File: src/rtl/video_timing_generator.sv
// video_timing_generator: programmable raster timing with fractional pixel rate
// and frame-boundary shadow configuration.
module video_timing_generator #(
    parameter int   CW         = 11,
    parameter int   PHASE_BITS = 16,
    parameter int   H_ACTIVE   = 800,
    parameter int   H_FRONT    = 210,
    parameter int   H_SYNC     = 20,
    parameter int   H_BACK     = 26,
    parameter int   V_ACTIVE   = 480,
    parameter int   V_FRONT    = 22,
    parameter int   V_SYNC     = 10,
    parameter int   V_BACK     = 13,
    parameter int   PHASE_INC  = 16499,
    parameter logic HS_POL     = 1'b0,
    parameter logic VS_POL     = 1'b0
) (
    input  logic                  i_clock,
    input  logic                  i_reset,
    input  logic                  i_enable,
    input  logic                  i_cfg_load,
    input  logic [CW-1:0]         i_cfg_h_active,
    input  logic [CW-1:0]         i_cfg_h_front,
    input  logic [CW-1:0]         i_cfg_h_sync,
    input  logic [CW-1:0]         i_cfg_h_back,
    input  logic [CW-1:0]         i_cfg_v_active,
    input  logic [CW-1:0]         i_cfg_v_front,
    input  logic [CW-1:0]         i_cfg_v_sync,
    input  logic [CW-1:0]         i_cfg_v_back,
    input  logic                  i_cfg_hs_pol,
    input  logic                  i_cfg_vs_pol,
    input  logic [PHASE_BITS:0]   i_cfg_phase_inc,
    output logic                  o_pixel_ce,
    output logic                  o_hsync,
    output logic                  o_vsync,
    output logic                  o_data_enable,
    output logic [CW-1:0]         o_pos_x,
    output logic [CW-1:0]         o_pos_y,
    output logic                  o_frame_start,
    output logic                  o_line_start,
    output logic                  o_cfg_pending,
    output logic                  o_cfg_error
);
    localparam int TW = CW + 2;
    localparam int PW = PHASE_BITS + 1;

    typedef struct packed {
        logic [CW-1:0] ha, hf, hs, hb, va, vf, vs, vb;
        logic          hp, vp;
        logic [PW-1:0] inc;
    } cfg_t;

    localparam cfg_t CFG_RST = '{ha: CW'(H_ACTIVE), hf: CW'(H_FRONT), hs: CW'(H_SYNC), hb: CW'(H_BACK),
                                 va: CW'(V_ACTIVE), vf: CW'(V_FRONT), vs: CW'(V_SYNC), vb: CW'(V_BACK),
                                 hp: HS_POL, vp: VS_POL, inc: PW'(PHASE_INC)};
    localparam logic [TW-1:0] T_MAX   = TW'((1 << CW) - 1);
    localparam logic [PW-1:0] INC_MAX = {1'b1, {PHASE_BITS{1'b0}}};

    cfg_t                  cfg_q, cfg_d, shd_q, shd_d, cfg_in;
    logic                  pend_q, pend_d, err_q, err_d;
    logic [PHASE_BITS-1:0] acc_q, acc_d;
    logic [CW-1:0]         nh_q, nh_d, nv_q, nv_d, x_q, x_d, y_q, y_d;
    logic                  ce_q, ce_d, hs_q, hs_d, vs_q, vs_d, de_q, de_d, fs_q, fs_d, ls_q, ls_d;
    logic [PW-1:0]         inc, sum;
    logic [TW-1:0]         in_h_tot, in_v_tot, h_tot, v_tot, hs_beg, vs_beg, nh_w, nv_w;
    logic                  tick, h_last, v_last, wrap, apply, in_ok, load_ok, hs_on, vs_on;

    assign cfg_in = {i_cfg_h_active, i_cfg_h_front, i_cfg_h_sync, i_cfg_h_back,
                     i_cfg_v_active, i_cfg_v_front, i_cfg_v_sync, i_cfg_v_back,
                     i_cfg_hs_pol, i_cfg_vs_pol, i_cfg_phase_inc};

    always_comb begin
        in_h_tot = TW'(cfg_in.ha) + TW'(cfg_in.hf) + TW'(cfg_in.hs) + TW'(cfg_in.hb);
        in_v_tot = TW'(cfg_in.va) + TW'(cfg_in.vf) + TW'(cfg_in.vs) + TW'(cfg_in.vb);
        in_ok    = |cfg_in.ha && |cfg_in.hs && |cfg_in.va && |cfg_in.vs && in_h_tot <= T_MAX && in_v_tot <= T_MAX;
        load_ok  = i_cfg_load && in_ok;
        err_d    = i_cfg_load && !in_ok;
        // Clamping to 2^PHASE_BITS keeps the accumulator still while carrying every clock.
        inc      = cfg_q.inc > INC_MAX ? INC_MAX : cfg_q.inc;
        sum      = {1'b0, acc_q} + inc;
        tick     = i_enable && sum[PHASE_BITS];
        acc_d    = i_enable ? sum[PHASE_BITS-1:0] : '0;
        h_tot    = TW'(cfg_q.ha) + TW'(cfg_q.hf) + TW'(cfg_q.hs) + TW'(cfg_q.hb);
        v_tot    = TW'(cfg_q.va) + TW'(cfg_q.vf) + TW'(cfg_q.vs) + TW'(cfg_q.vb);
        nh_w     = TW'(nh_q);
        nv_w     = TW'(nv_q);
        h_last   = nh_w == h_tot - TW'(1);
        v_last   = nv_w == v_tot - TW'(1);
        wrap     = tick && h_last && v_last;
        apply    = pend_q && (!i_enable || wrap);
        cfg_d    = apply ? shd_q : cfg_q;
        shd_d    = load_ok ? cfg_in : shd_q;
        pend_d   = load_ok || (pend_q && !apply);
        nh_d     = !i_enable ? '0 : !tick ? nh_q : h_last ? '0 : nh_q + 1'b1;
        nv_d     = !i_enable ? '0 : !(tick && h_last) ? nv_q : v_last ? '0 : nv_q + 1'b1;
        hs_beg   = TW'(cfg_q.ha) + TW'(cfg_q.hf);
        vs_beg   = TW'(cfg_q.va) + TW'(cfg_q.vf);
        hs_on    = nh_w >= hs_beg && nh_w < hs_beg + TW'(cfg_q.hs);
        vs_on    = nv_w >= vs_beg && nv_w < vs_beg + TW'(cfg_q.vs);
        ce_d     = tick;
        x_d      = !i_enable ? '0 : tick ? nh_q : x_q;
        y_d      = !i_enable ? '0 : tick ? nv_q : y_q;
        de_d     = i_enable && (tick ? (nh_w < TW'(cfg_q.ha) && nv_w < TW'(cfg_q.va)) : de_q);
        hs_d     = !i_enable ? !cfg_q.hp : tick ? (hs_on ? cfg_q.hp : !cfg_q.hp) : hs_q;
        vs_d     = !i_enable ? !cfg_q.vp : tick ? (vs_on ? cfg_q.vp : !cfg_q.vp) : vs_q;
        ls_d     = tick && nh_q == '0;
        fs_d     = tick && nh_q == '0 && nv_q == '0;
    end

    always_ff @(posedge i_clock or negedge i_reset) begin
        if (!i_reset) begin
            cfg_q  <= CFG_RST;
            shd_q  <= CFG_RST;
            pend_q <= 1'b0;
            err_q  <= 1'b0;
            acc_q  <= '0;
            nh_q   <= '0;
            nv_q   <= '0;
            x_q    <= '0;
            y_q    <= '0;
            ce_q   <= 1'b0;
            de_q   <= 1'b0;
            hs_q   <= !HS_POL;
            vs_q   <= !VS_POL;
            ls_q   <= 1'b0;
            fs_q   <= 1'b0;
        end else begin
            cfg_q  <= cfg_d;
            shd_q  <= shd_d;
            pend_q <= pend_d;
            err_q  <= err_d;
            acc_q  <= acc_d;
            nh_q   <= nh_d;
            nv_q   <= nv_d;
            x_q    <= x_d;
            y_q    <= y_d;
            ce_q   <= ce_d;
            de_q   <= de_d;
            hs_q   <= hs_d;
            vs_q   <= vs_d;
            ls_q   <= ls_d;
            fs_q   <= fs_d;
        end
    end

    assign o_pixel_ce    = ce_q;
    assign o_hsync       = hs_q;
    assign o_vsync       = vs_q;
    assign o_data_enable = de_q;
    assign o_pos_x       = x_q;
    assign o_pos_y       = y_q;
    assign o_frame_start = fs_q;
    assign o_line_start  = ls_q;
    assign o_cfg_pending = pend_q;
    assign o_cfg_error   = err_q;
endmodule

File: config.mk
export PLATFORM = sky130hd
export DESIGN_NAME = video_timing_generator
export DESIGN_NICKNAME = d
export VERILOG_FILES = /design/src/rtl/video_timing_generator.sv
export SDC_FILE = /design/constraint.sdc
export NUM_CORES = 1
export LEC_CHECK = 0
export CAP_MARGIN = 20
export CORE_UTILIZATION = 60
export DETAILED_ROUTE_END_ITERATION = 12
export GPL_ROUTABILITY_DRIVEN = 0
export PLACE_DENSITY_LB_ADDON = 0.3
export SLEW_MARGIN = 15
export SYNTH_ARGS = -nofsm -noshare
export SYNTH_HDL_FRONTEND = slang
export SYNTH_SLANG_ARGS = --single-unit
export TNS_END_PERCENT = 30
File: constraint.sdc
create_clock -name i_clock -period 7.9 [get_ports i_clock]
set_input_delay 0.79 -clock i_clock [delete_from_list [all_inputs] [get_ports i_clock]]
set_output_delay 0.79 -clock i_clock [all_outputs]
set_load 0.02 [all_outputs]
Word-level counts from Yosys, hierarchy flattened
Cells that the tools add are included.
{"block": "totals", "register_bits": 282, "input_bits": 111, "out_inout_bits": 30, "elab_cells": 115}
{"block": "classes", "addsub": 17, "n_lt_le_gt_ge": 9, "eq_ne": 4, "muxes": 19, "reduce_logical": 31}
{"cell": "2-to-1 mux 11 bit", "count": 10}
{"cell": "adder 12 x 11 -> 13 bit", "count": 4}
{"cell": "adder 13 x 11 -> 13 bit", "count": 4}
{"cell": "adder 11 x 11 -> 12 bit", "count": 4}
{"cell": "OR reduction 11 bit", "count": 4}
{"cell": "equality test 11 x 13 -> 1 bit", "count": 2}
{"cell": "<= comparator 13 x 11 -> 1 bit, second input constant", "count": 2}
{"cell": "< comparator 11 x 13 -> 1 bit", "count": 2}
{"cell": "subtractor 13 x 1 -> 13 bit, second input constant", "count": 2}
{"cell": ">= comparator 11 x 12 -> 1 bit", "count": 2}
{"cell": "adder 11 x 1 -> 11 bit, second input constant", "count": 2}
{"cell": "zero test 11 bit", "count": 2}
{"cell": "< comparator 11 bit", "count": 2}
{"cell": "logical AND 1 bit", "count": 18}
{"cell": "adder 16 x 17 -> 17 bit", "count": 1}
{"cell": "> comparator 17 bit, second input constant", "count": 1}
{"cell": "2-to-1 mux 17 bit", "count": 1}
{"cell": "2-to-1 mux 16 bit", "count": 1}
{"cell": "2-to-1 mux 1 bit", "count": 7}
{"cell": "zero test 1 bit", "count": 5}
{"cell": "inequality test 2 x 1 -> 1 bit, second input constant", "count": 2}
{"cell": "logical OR 1 bit", "count": 2}

Depth between registers and ports, before layout
{"block": "logic_depth", "word_depth": 12, "depth_mapped": 32, "ltp_nobuf": 29}

Least setup slack after synthesis
Ideal clock, no wire load.
{"block": "synth_path", "path_type": "reg2reg", "startpoint": "register cfg_q[42] (netlist bit)", "endpoint": "register cfg_q[97] (netlist bit)", "setup_time_ps": 127, "arrival_time_ps": 6016, "required_time_ps": 7773, "path_slack_ps": 1756, "path_stages_with_launch": 32, "n_path_buf": 3, "period_less_slack_ps": 6144, "cell_sequence": "dfstp_2 -> inv_1 -> fa_1 -> nor2b_1 -> o21ai_0 -> a21boi_0 -> o21ai_0 -> a21boi_0 -> o21ai_0 -> a21boi_0 -> mux2i_1 -> or2_2 -> ha_1 -> nand3_1 -> nand2_1 -> a211oi_1 -> o31ai_1 -> ha_1 -> inv_1 -> ha_1 -> clkbuf_1 -> nand2_1 -> o211ai_1 -> o211ai_1 -> nor4b_1 -> nand4_1 -> nor3_1 -> and4_1 -> o21ai_2 -> buf_6 -> buf_6 -> mux2_1"}
{"block": "synth_between", "elab_chain_cells": 8}
{"element": "from (decl)", "line": "59", "source": "cfg_t cfg_q, cfg_d, shd_q, shd_d, cfg_in;"}
{"element": "from (signal assigned)", "line": "128", "source": "cfg_q <= cfg_d;"}
{"element": "adder 11 x 11 -> 12 bit", "line": "84", "source": "v_tot = TW'(cfg_q.va) + TW'(cfg_q.vf) + TW'(cfg_q.vs) + TW'(cfg_q.vb);"}
{"element": "adder 12 x 11 -> 13 bit", "line": "84"}
{"element": "adder 13 x 11 -> 13 bit", "line": "84"}
{"element": "subtractor 13 x 1 -> 13 bit", "line": "88", "source": "v_last = nv_w == v_tot - TW'(1);"}
{"element": "equality test 11 x 13 -> 1 bit", "line": "88"}
{"element": "logical AND 1 bit", "line": "89", "source": "wrap = tick && h_last && v_last;"}
{"element": "logical OR 1 bit", "line": "90", "source": "apply = pend_q && (!i_enable || wrap);"}
{"element": "logical AND 1 bit", "line": "90"}
Every way passes these cells.
A chain may end at the register's enable or synchronous reset.

Worst setup path in the final report
{"block": "layout_path", "startpoint": "register cfg_q[42] (netlist bit)", "endpoint": "register cfg_q[95] (netlist bit)"}
Same word-level chain as after synthesis.

==> results.md <==
- Fmax: roughly 140 MHz
- Chip width: roughly 180 µm
- N_diodes: 0
- Setup TNS: 0 ns
- First-pass GRT wire length: 67.1 mm
- Critical path fanouts, max: slightly below 90
- Final Cycle Share: approximately 88%
- Max cap viols: 0
- Detail Route Antenna Nets: 0
- First-pass detailed-route iteration total: 7
- CP startpoint kind: flop
- DP Worst Slack: 1.03 ns
- Placed cell count: between 2000 and 2500
- I/O Buffers: between 100 and 150
- R2R Setup Slk: 0.97 ns
- FP Rows: between 60 and 70
- CTS tree: done
- Final HPWL DP: 30.5 mm
- Unrepaired setup endpoints after global routing: no
- Worst EP required: 8.33 ns
- Max Slew Vio Count: 0
- Synth cell types: about 70
- Top-area cell type share of the netlist area: between 20 and 30%
- DR vias/cell: around 6
- Post_cts resized: 0
- Avg WL per Cell: between 15 and 20 µm
- Hold Path Class: input pin to asynchronous set/reset pin
- Drc violations: 0
- Tmin final: between 6 and 7 ns
- Top cell by count, worst path: o21ai_0
- Clk pin slew, worst setup/hold paths: ~0.060 ns
- Post-synthesis average cell area: between 10 and 15 µm²
- Status: finished clean
- Area of the core: between 20000 and 30000 µm²
- Die Area: around 32000 µm²
- 1st-iter DRT viols: 785
- Final setup viols: 0
- Largest net degree at the start of global routing: around 150
- Skew final: 0.0178 ns
- Grt total ovfl: 0
- Sink Count: ~280
- Sequential area share after synthesis: 38.5%
- Clock insertion delay at the later pin of the skew report: roughly 0.56 ns
- Post-Syn Nets: a little over 2000
- Worst Path Arrival: 7.36 ns
- Cell area after synthesis: 18500 µm²
- All-Layer GR Usage: a little over a quarter
- Delay-heaviest family, CP: compound AO/OA/AOI/OAI gates
- Vias in the first global route: between 10000 and 15000
- CP Class: flop to flop
- Final-report hold violation count: 0
- Postcts setup bufs: 0
- Most frequent cell after synthesis: dfrtp_1
- Share of layout cells above drive strength 1: between 10% and 20%
- Max-slew headroom: about a third
- Number of enable flip-flop cells after synthesis: 0
- Longest Clk Path Bufs: 3
- Number of hold buffers added after cts: 0
- Num CTS Buffers: 30
- Worst setup margin: slightly below 1 ns
- Yosys synthesis warning count: 0
- Chip Height: roughly 180 µm
- Top post-synthesis cells by count: dfrtp_1, ha_1, mux2_2
- Area Overhead vs Synth: 14.9%
- Synth Register Bits: between 200 and 300
- Routed vias: 13200
- Final Instance Count excl. Fillers: around 2200
- Top cell type by total area after synthesis: dfrtp_1
- Final nets: 2169
- Critical path's largest stage delay: roughly 0.55 ns
- CP max-delay cell: dfstp_2
- Synth Flop Type: dfrtp_1
- Initial Util: ~60%
- Crit end category: flop
- CTS H-tree depth: 1
- Initial antenna violation count: 0
- Asr flop ratio synth: 100%
- Root buffer cell: clkbuf_16
- DRT Wirelength: about 40 mm
- Worst path bufs/invs: 3
- I/O Pins: ~140
- Post-Synthesis Cells: 1697
- Ranking of synthesized cells by area: dfrtp_1, ha_1, mux2_2
- Tightest Pin Transition: ~1.0 ns
==> state kept, by name, indices dropped and copies added (netlist names) <==
name and flops:
cfg_q 107, shd_q 107, acc_q 16, nh_q 11, nv_q 11, o_pos_x 11, o_pos_y 11, o_cfg_error 1
o_cfg_pending 1, o_data_enable 1, o_frame_start 1, o_hsync 1, o_line_start 1, o_pixel_ce 1, o_vsync 1
==> final timing paths <==
check,from,endpoint,cells past startpoint
setup / recovery,cfg_q[42],cfg_q[95],29
hold / removal,i_reset,o_pos_y[2],1
setup reg to reg,cfg_q[42],cfg_q[95],29
hold reg to reg,shd_q[93],cfg_q[93],1
max in group asynchronous,i_reset,cfg_q[100],2
min in group i_clock,shd_q[93],cfg_q[93],1
==> layer usage <==
metal	global-route usage, %	wire, µm	up-vias
met3	3.23	2070	65
met5	0	0	-
met2	43.1	18500	357
li1	-	-	6257
met4	6.70	854	0
met1	37.7	19000	6549
==> cell type report <==
| class | count | area, µm² |
|---|---|---|
| clock buffer | 36 | 835 |
| clock inverter | 20 | 250 |
| fill | 2130 | 8680 |
| inverter | 138 | 518 |
| multi-input combinational | 1220 | 10600 |
| sequential | 282 | 7130 |
| tap | 390 | 488 |
| timing repair buffer | 144 | 1460 |
==> stage by stage <==
step | hold slack [ns] | util [%] | area [µm²]
finish | 0.324 | 71.0 | 21300
global route | 0.436 | 71.0 | 21300
CTS | 0.379 | 71.0 | 21300
detailed placement | 0.473 | 67.4 | 20200
global placement | 0.460 | 67.4 | 20200
floorplan | 0.452 | - | 18500
==> worst register-to-register path, delay by kind of cell (launching register included) <==
| kind | cells | cell delay, ns |
|---|---|---|
| AOI/OAI and AO/OA | 13 | 2.79 |
| adders and majority gates | 4 | 1.35 |
| buffers and inverters | 3 | 0.49 |
| DFF | 1 | 0.55 |
| muxes | 3 | 0.71 |
| and+or+nand+nor | 6 | 0.93 |
==> cell families (layout without fill, tap and decap cells) <==
logic type	count (synthesis)	count (layout)	share of synthesized area [%]
simple gates	377	377	10.5
compound gates	286	286	10.2
flops	282	282	38.5
fa+ha+maj	242	242	18.4
mux	240	240	14.4
buf+inv	195	338	4.37
xor+xnor	75	75	3.55
==> cells in the final DEF (no fill, tap or decap), types with 6 or more instances in the layout <==
cell             count
and3_1              10
o31ai_1              8
nor4_1              20
o21bai_1             7
a211oi_1            15
inv_1              137
nor2_1              90
a21oi_1             69
clkbuf_16           31
nor2b_1             31
nand3b_1             8
nor3_1              21
nand2b_1            22
o2111ai_1            7
dfrtp_1            220
mux2_1              30
ha_1               191
dfstp_2             62
mux2_2             185
nand3_1             40
a31oi_1             15
fa_1                51
nand4_1             13
or2_2                9
nand2_1             71
xnor2_1             49
o21a_1              11
and2_1              12
a21o_1              41
clkinv_2             6
clkinvlp_4           7
o21ai_0             54
xor2_1              26
clkdlybuf4s50_1    139
o211ai_1            14
or3_1                9
mux2i_1             25
Power is not shown: default switching activity piles up to over one toggle a cycle in this logic, so the estimate is an artifact.
